<file path="config.mk">
export PLATFORM = sky130hd
export DESIGN_NAME = pipeline_hazard_ctrl
export DESIGN_NICKNAME = d
export VERILOG_FILES = /design/src/rtl/pipeline_hazard_ctrl.sv
export SDC_FILE = /design/constraint.sdc
export NUM_CORES = 1
export LEC_CHECK = 0
export ABC_CLOCK_PERIOD_IN_PS = 4700
export CORE_MARGIN = 4
export CORE_UTILIZATION = 49
export CTS_CLUSTER_SIZE = 10
export DETAILED_ROUTE_END_ITERATION = 12
export DONT_BUFFER_PORTS = 1
export GPL_TIMING_DRIVEN = 0
export PLACE_DENSITY_LB_ADDON = 0.08
export SLEW_MARGIN = 20
export SYNTH_ARGS = -nofsm -noshare
export SYNTH_HDL_FRONTEND = slang
export SYNTH_SLANG_ARGS = --single-unit
</file>
<file path="constraint.sdc">
create_clock -name clk -period 4.7 [get_ports clk]
set_clock_uncertainty 0.1 [all_clocks]
set_input_delay 1.175 -clock clk [delete_from_list [all_inputs] [get_ports clk]]
set_output_delay 1.175 -clock clk [all_outputs]
set_load 0.02 [all_outputs]
</file>
<file path="src/rtl/pipeline_hazard_ctrl.sv">
`default_nettype none
// +--------------------------------------------------------------------------+
// | pipeline_hazard_ctrl: ID-stage hazard detection, stall/flush, fwd select |
// | rev 1.0                                                                  |
// +--------------------------------------------------------------------------+
module pipeline_hazard_ctrl #(
   parameter int FWD_EN = 1,
   parameter int REG_AW = 5,
   parameter int CNT_W  = 32
) (
   input  logic              clk,
   input  logic              rst,
   input  logic              id_valid,
   input  logic [REG_AW-1:0] id_ra1,
   input  logic [REG_AW-1:0] id_ra2,
   input  logic              id_use_rs1,
   input  logic              id_use_rs2,
   input  logic              id_we,
   input  logic [REG_AW-1:0] id_wa,
   input  logic              id_load,
   input  logic              redirect,
   output logic              stall_if,
   output logic              stall_id,
   output logic              flush_id,
   output logic              bubble_ex,
   output logic              issue,
   output logic [1:0]        fwd_a,
   output logic [1:0]        fwd_b,
   output logic [CNT_W-1:0]  stall_cnt,
   output logic [CNT_W-1:0]  flush_cnt
);

   typedef struct packed {
      logic              v;
      logic              we;
      logic [REG_AW-1:0] wa;
      logic              load;
   } sb_t;

   localparam logic [CNT_W-1:0] c_cnt_one = {{(CNT_W-1){1'b0}}, 1'b1};

   sb_t              r_ex, r_mem, r_wb;
   logic [1:0]       r_fwd_a, r_fwd_b;
   logic [CNT_W-1:0] r_stall_cnt, r_flush_cnt;

   logic w_a_ex, w_a_mem, w_a_wb, w_b_ex, w_b_mem, w_b_wb;
   logic w_hazard, w_stall, w_issue, w_flush;
   logic [1:0] w_sel_a, w_sel_b;

   // x0 is hardwired zero, so a write to it never creates a dependency
   function automatic logic f_match(input sb_t s, input logic [REG_AW-1:0] ra,
                                    input logic use_rs);
      return s.v & s.we & (s.wa != '0) & (s.wa == ra) & use_rs;
   endfunction

   function automatic logic [1:0] f_sel(input logic m_ex, input logic m_mem,
                                        input logic m_wb);
      if (m_ex)       return 2'b01;
      else if (m_mem) return 2'b10;
      else if (m_wb)  return 2'b11;
      else            return 2'b00;
   endfunction

   always_comb begin
      w_a_ex  = f_match(r_ex,  id_ra1, id_use_rs1);
      w_a_mem = f_match(r_mem, id_ra1, id_use_rs1);
      w_a_wb  = f_match(r_wb,  id_ra1, id_use_rs1);
      w_b_ex  = f_match(r_ex,  id_ra2, id_use_rs2);
      w_b_mem = f_match(r_mem, id_ra2, id_use_rs2);
      w_b_wb  = f_match(r_wb,  id_ra2, id_use_rs2);

      w_hazard = 1'b0;
      w_sel_a  = 2'b00;
      w_sel_b  = 2'b00;
      if (FWD_EN != 0) begin
         w_hazard = id_valid & (w_a_ex | w_b_ex) & r_ex.load;
         w_sel_a  = f_sel(w_a_ex, w_a_mem, w_a_wb);
         w_sel_b  = f_sel(w_b_ex, w_b_mem, w_b_wb);
      end else begin
         w_hazard = id_valid & (w_a_ex | w_a_mem | w_a_wb | w_b_ex | w_b_mem | w_b_wb);
      end

      // a taken redirect discards the ID instruction, so it must not also stall
      w_stall = w_hazard & ~redirect;
      w_issue = id_valid & ~w_hazard & ~redirect & ~rst;
      w_flush = redirect & ~rst;
   end

   always_ff @(posedge clk) begin
      if (rst) begin
         r_ex        <= '0;
         r_mem       <= '0;
         r_wb        <= '0;
         r_fwd_a     <= 2'b00;
         r_fwd_b     <= 2'b00;
         r_stall_cnt <= '0;
         r_flush_cnt <= '0;
      end else begin
         r_wb  <= r_mem;
         r_mem <= r_ex;
         if (w_issue) begin
            r_ex    <= '{v: 1'b1, we: id_we, wa: id_wa, load: id_load};
            r_fwd_a <= w_sel_a;
            r_fwd_b <= w_sel_b;
         end else begin
            r_ex    <= '0;
            r_fwd_a <= 2'b00;
            r_fwd_b <= 2'b00;
         end
         if (w_stall && (r_stall_cnt != '1)) r_stall_cnt <= r_stall_cnt + c_cnt_one;
         if (w_flush && (r_flush_cnt != '1)) r_flush_cnt <= r_flush_cnt + c_cnt_one;
      end
   end

   assign stall_if  = w_stall;
   assign stall_id  = w_stall;
   assign bubble_ex = w_stall;
   assign flush_id  = w_flush;
   assign issue     = w_issue;
   assign fwd_a     = r_fwd_a;
   assign fwd_b     = r_fwd_b;
   assign stall_cnt = r_stall_cnt;
   assign flush_cnt = r_flush_cnt;

endmodule
`default_nettype wire

</file>
Word level (Yosys, flattened, before mapping). Index checks and enable logic that the tools add are counted.

Reductions and logical operators: 8. Bitwise gates (word level): 30. Add/subtract/negate cells: 2. Muxes and demuxes: 7. Eq/ne operators: 8.

Operator list (count): adder 32 x 1 -> 32 bit (second input constant) (2); != test 32 bit (second input constant) (2); == test 5 bit (6); AND 1 bit (25); nonzero test 5 bit (3); 2-to-1 mux 2 bit (4); 2-to-1 mux 8 bit (1); OR reduction 3 bit (2); NOT 1 bit (4); logical AND 1 bit (2); 2-to-1 mux 1 bit (2); OR reduction 2 bit (1); bitwise OR 1 bit (1).

Logic and storage cells: 71. Flip-flop bits (word level): 90. Bits of input ports: 23.

Logic depth before layout (Yosys ltp).
Depth after elaboration: 13. Depth in mapped cells: 10. Gate-level depth less buffers: 7.

Least setup slack after synthesis. Ideal clock, no wire load.

Kind: input port to output port. Start point: input id_ra2[0]. End point: output stall_id. Stages: 8. Buffers on the path: 3. Arrival: 2500 ps. Required time: 3425 ps. Setup slack: 925 ps. Cells stage by stage: xnor2_1 nand4_1 nor3_1 o21ai_1 clkbuf_1 clkbuf_1 inv_2 buf_4.

Longest elaborated chain between the ends: 7.

Ends and longest elaborated chain: start: declaration (line 15) `input logic [REG_AW-1:0] id_ra2,`; == test 5 bit (line 53) `return s.v & s.we & (s.wa != '0) & (s.wa == ra) & use_rs;`; AND 1 bit (2 in a row) (line 53); bitwise OR 1 bit (line 76) `w_hazard = id_valid & (w_a_ex | w_b_ex) & r_ex.load;`; AND 1 bit (2 in a row) (line 76); AND 1 bit (line 84) `w_stall = w_hazard & ~redirect;`; end: declaration (line 23) `output logic stall_id,`.

No other way between the ends.

Final worst setup path.
Start point: register r_ex[2] (netlist bit). End point: output stall_if.

Longest elaborated chain between the ends: 8. Elaborated cells on any way between the ends: 12. Those cells by class: eq/ne: 2; bitwise: 9; reduce/logical: 1.

Ends and longest elaborated chain: start: declaration (line 42) `sb_t r_ex, r_mem, r_wb;`; start signal: assignment (line 102) `r_ex <= '{v: 1'b1, we: id_we, wa: id_wa, load: id_load};`; nonzero test 5 bit (line 53); AND 1 bit (3 in a row) (line 53); bitwise OR 1 bit * (line 76); AND 1 bit * (2 in a row) (line 76); AND 1 bit * (line 84); end: declaration (line 22) `output logic stall_if,`.

Every way passes the cells marked *; elsewhere a longest branch is shown, timed or not.

==> results.cfg <==
[outcome]
status = completed

[final_layout]
fill_cells = 847
nets = 545
drive_gt1_frac = 0.0571
antenna_cells = 0
fin_area_um2 = 4730
syn2layout_area_growth_pct = 8.53
utilization = 0.545

[floorplan]
die_area_um2 = 10500
die_h_um = 102
coreArea_um2 = 8680
fp-row-count = 34
fp.dieW_um = 102
start_util = 0.502
io_pins = 96

[grt]
grt_start_max_net_pins = 16
grt_pass1_wl_um = 18000
globalRoute.totalOverflow = 0
grtUsageTotal = 0.216
grt_pass1_vias = 3674
antenna_found_initial = 0

[yosys]
yosysWarnings = 0
synth_flop_cell = dfxtp_1
synth_compound_area_frac = 0.113
synthAdderAreaFrac = 0.00574
yosysTopAreaCellShare = 0.414
synth_top_family_by_area = simple AND/OR/NAND/NOR gates
synth_edf_count = 0
synthesis.nets = 534
synth.cell_area_um2 = 4360
synth-xor-area-share = 0.109
synth_common_cells = dfxtp_1 (90), nor2_1 (40), a21oi_1 (38)
post-synth-top-count-cell = dfxtp_1
yosys.area_share.simple = 0.313
ys_ff_latch = 90
yosys-top-cells-area = dfxtp_1 (41%), xor2_1 (7.2%), a21oi_1 (4.4%)
netlist_instances = 509
synthMuxAreaShare = 0.00747
synth-seq-area-share = 0.414
async_flop_share = 0
yosysTopAreaCell = dfxtp_1
avgSynthCellArea_um2 = 8.56
synth.distinct_cells = 46

[setup_path]
critical_path_class = reg2out
crit_path_end_kind = output port
cpMaxStageDelayCell = or4_1
max_stage_delay_ps = 530
cp_max_fo = 10
reg2reg_setup_slack_ps = 1650
cp.required_ps = 3420
cp_top_family = buffers and inverters
cp_cell_sequence = or4_1 -> o211ai_1 -> nor4bb_1 -> o21ai_1 -> clkbuf_1 -> clkbuf_1 -> inv_2 -> buf_4
worstPathBufferInverterCount = 4
path_common_cell = clkbuf_1
r2r_cells = 10
r2r_start = stall_cnt[0]
reg2reg_to = stall_cnt[1]
crit_arrival_ps = 2930
start_kind = flip-flop

[pwr]
p_sw_uw = 316
p_sw_frac = 0.221
power.internal_mw = 1.12
p_leak_nw = 1.52
combPwrFrac = 0.032
clockPowerShare = 0.427
seqPwrFrac = 0.541
power_density_nw_per_um2 = 303
max-vdd-ir-drop_uv = 176

[placement]
port_buffers = 0
dpl-instance-area_um2 = 4490
gp_congestion = 0.848
hpwl_um = 8170

[clock_network]
cts_buffers = 9
clock_path_buffers = 2
ctsResizeCount = 0
cts_root_buffer = clkbuf_8
clock_latency_ps = 360
post_cts_buffers = 0
ctsHoldBuffers = 0
clkSinkCount = 90
cts_tree = done
h-tree-depth = 3
clk_pin_slew_ps = 90

[detailed_routing]
wl_per_cell_um = 17.2
drt_iter0_drc = 122
drt-pass1-iter-count = 4
route.detailed.drc = 0
vias_per_cell = 5.96
ant_nets = 0
drt-total-wl_um = 10900
vias = 3771

[worst_hold_path]
hp-start = r_ex[7]
hp-class = reg2reg
holdPathStages = 1
min_to = r_mem[7]

[sta]
fin_crit_sh = 0.896
min_period_ps = 4210
clock.fmax_mhz = 238
grt_setup_unrepaired = false
slew_viol_final = 0
holdWs_ps = 373
tns_ps = 0
relSlewSlack = 0.453
worst_slew_pin_slew_ps = 813
hold_viol = 0
setup_violations = 0

[flow_run]
cap_violations = 0
cell usage in the layout, fill, tap and decap left out, types with 2 or more instances in the layout:
| cell type | count |
|---|---|
| a21oi_1 | 38 |
| and2_1 | 9 |
| and3_1 | 9 |
| and3b_1 | 3 |
| and4_1 | 2 |
| buf_4 | 2 |
| buf_6 | 4 |
| bufinv_16 | 2 |
| clkbuf_1 | 19 |
| clkbuf_8 | 11 |
| dfxtp_1 | 90 |
| ha_1 | 2 |
| inv_1 | 7 |
| mux2_1 | 2 |
| nand2_1 | 30 |
| nand2b_1 | 3 |
| nand3_1 | 29 |
| nand4_1 | 24 |
| nor2_1 | 40 |
| nor2b_1 | 19 |
| nor3_1 | 7 |
| nor4_1 | 11 |
| nor4bb_1 | 4 |
| o211ai_1 | 2 |
| o21ai_0 | 6 |
| o21ai_1 | 19 |
| o31ai_1 | 14 |
| or3_1 | 22 |
| or4_1 | 21 |
| xnor2_1 | 18 |
| xor2_1 | 36 |
how the worst max path moves through the flow:
stage | from | slack, ps | cells after the start | end
detailed placement | id_ra2[4] | 530 | 8 | stall_if
finish | r_ex[2] | 490 | 8 | stall_if
global route | r_ex[2] | 300 | 8 | stall_if
CTS | r_ex[2] | 460 | 8 | stall_if
floorplan | id_ra2[0] | 920 | 8 | stall_id
global placement | id_ra2[2] | 590 | 8 | stall_if
power by group through the flow:
stage	combinational (mW)	clock, mW	sequential, mW
2_1_floorplan	0.0356	0	0.791
3_3_place_gp	0.0459	0	0.793
3_5_place_dp	0.0471	0	0.793
4_1_cts	0.0473	0.624	0.775
5_1_grt	0.0519	0.660	0.776
6_report	0.0464	0.612	0.775
kinds of logic after synthesis:
group,count (synthesis)
AND/OR/NAND/NOR,241
XOR/XNOR,54
multiplexers,3
adder cells (fa/ha/maj),2
buffers and inverters,34
flip-flops,90
AO/OA/AOI/OAI,85
layout make-up:
class / count / area, um^2 / area share
multi-input cells: 385 / 2390 / 0.505
plain buffers: 26 / 136 / 0.0288
flip-flops and latches: 90 / 1800 / 0.381
well taps: 108 / 135 / 0.0286
inverters: 8 / 30.0 / 0.00635
clock inverters: 5 / 85.1 / 0.0180
clock buffers: 11 / 151 / 0.0320
per-layer routing:
layer	vias to the layer above	GRT usage	share of wire
li1	1864	-	-
met1	1781	0.281	0.44
met2	114	0.352	0.47
met3	12	0.0532	0.077
met4	0	0.0716	0.011
met5	-	0	0
sequential cells by signal (all words and copies together), names as in the netlist:
name,flops
r_ex,8
fwd_b,2
fwd_a,2
r_wb,7
r_mem,7
stall_cnt,32
flush_cnt,32
stage by stage:
step / std cells / setup WS (ps) / total power, mW
global route: 633 / 298 / 1.49
global placement: 617 / 593 / 0.839
finish: 633 / 491 / 1.43
CTS: 633 / 459 / 1.45
floorplan: 509 / 925 / 0.827
detailed placement: 617 / 529 / 0.840
(Power assumes the default switching activity.)
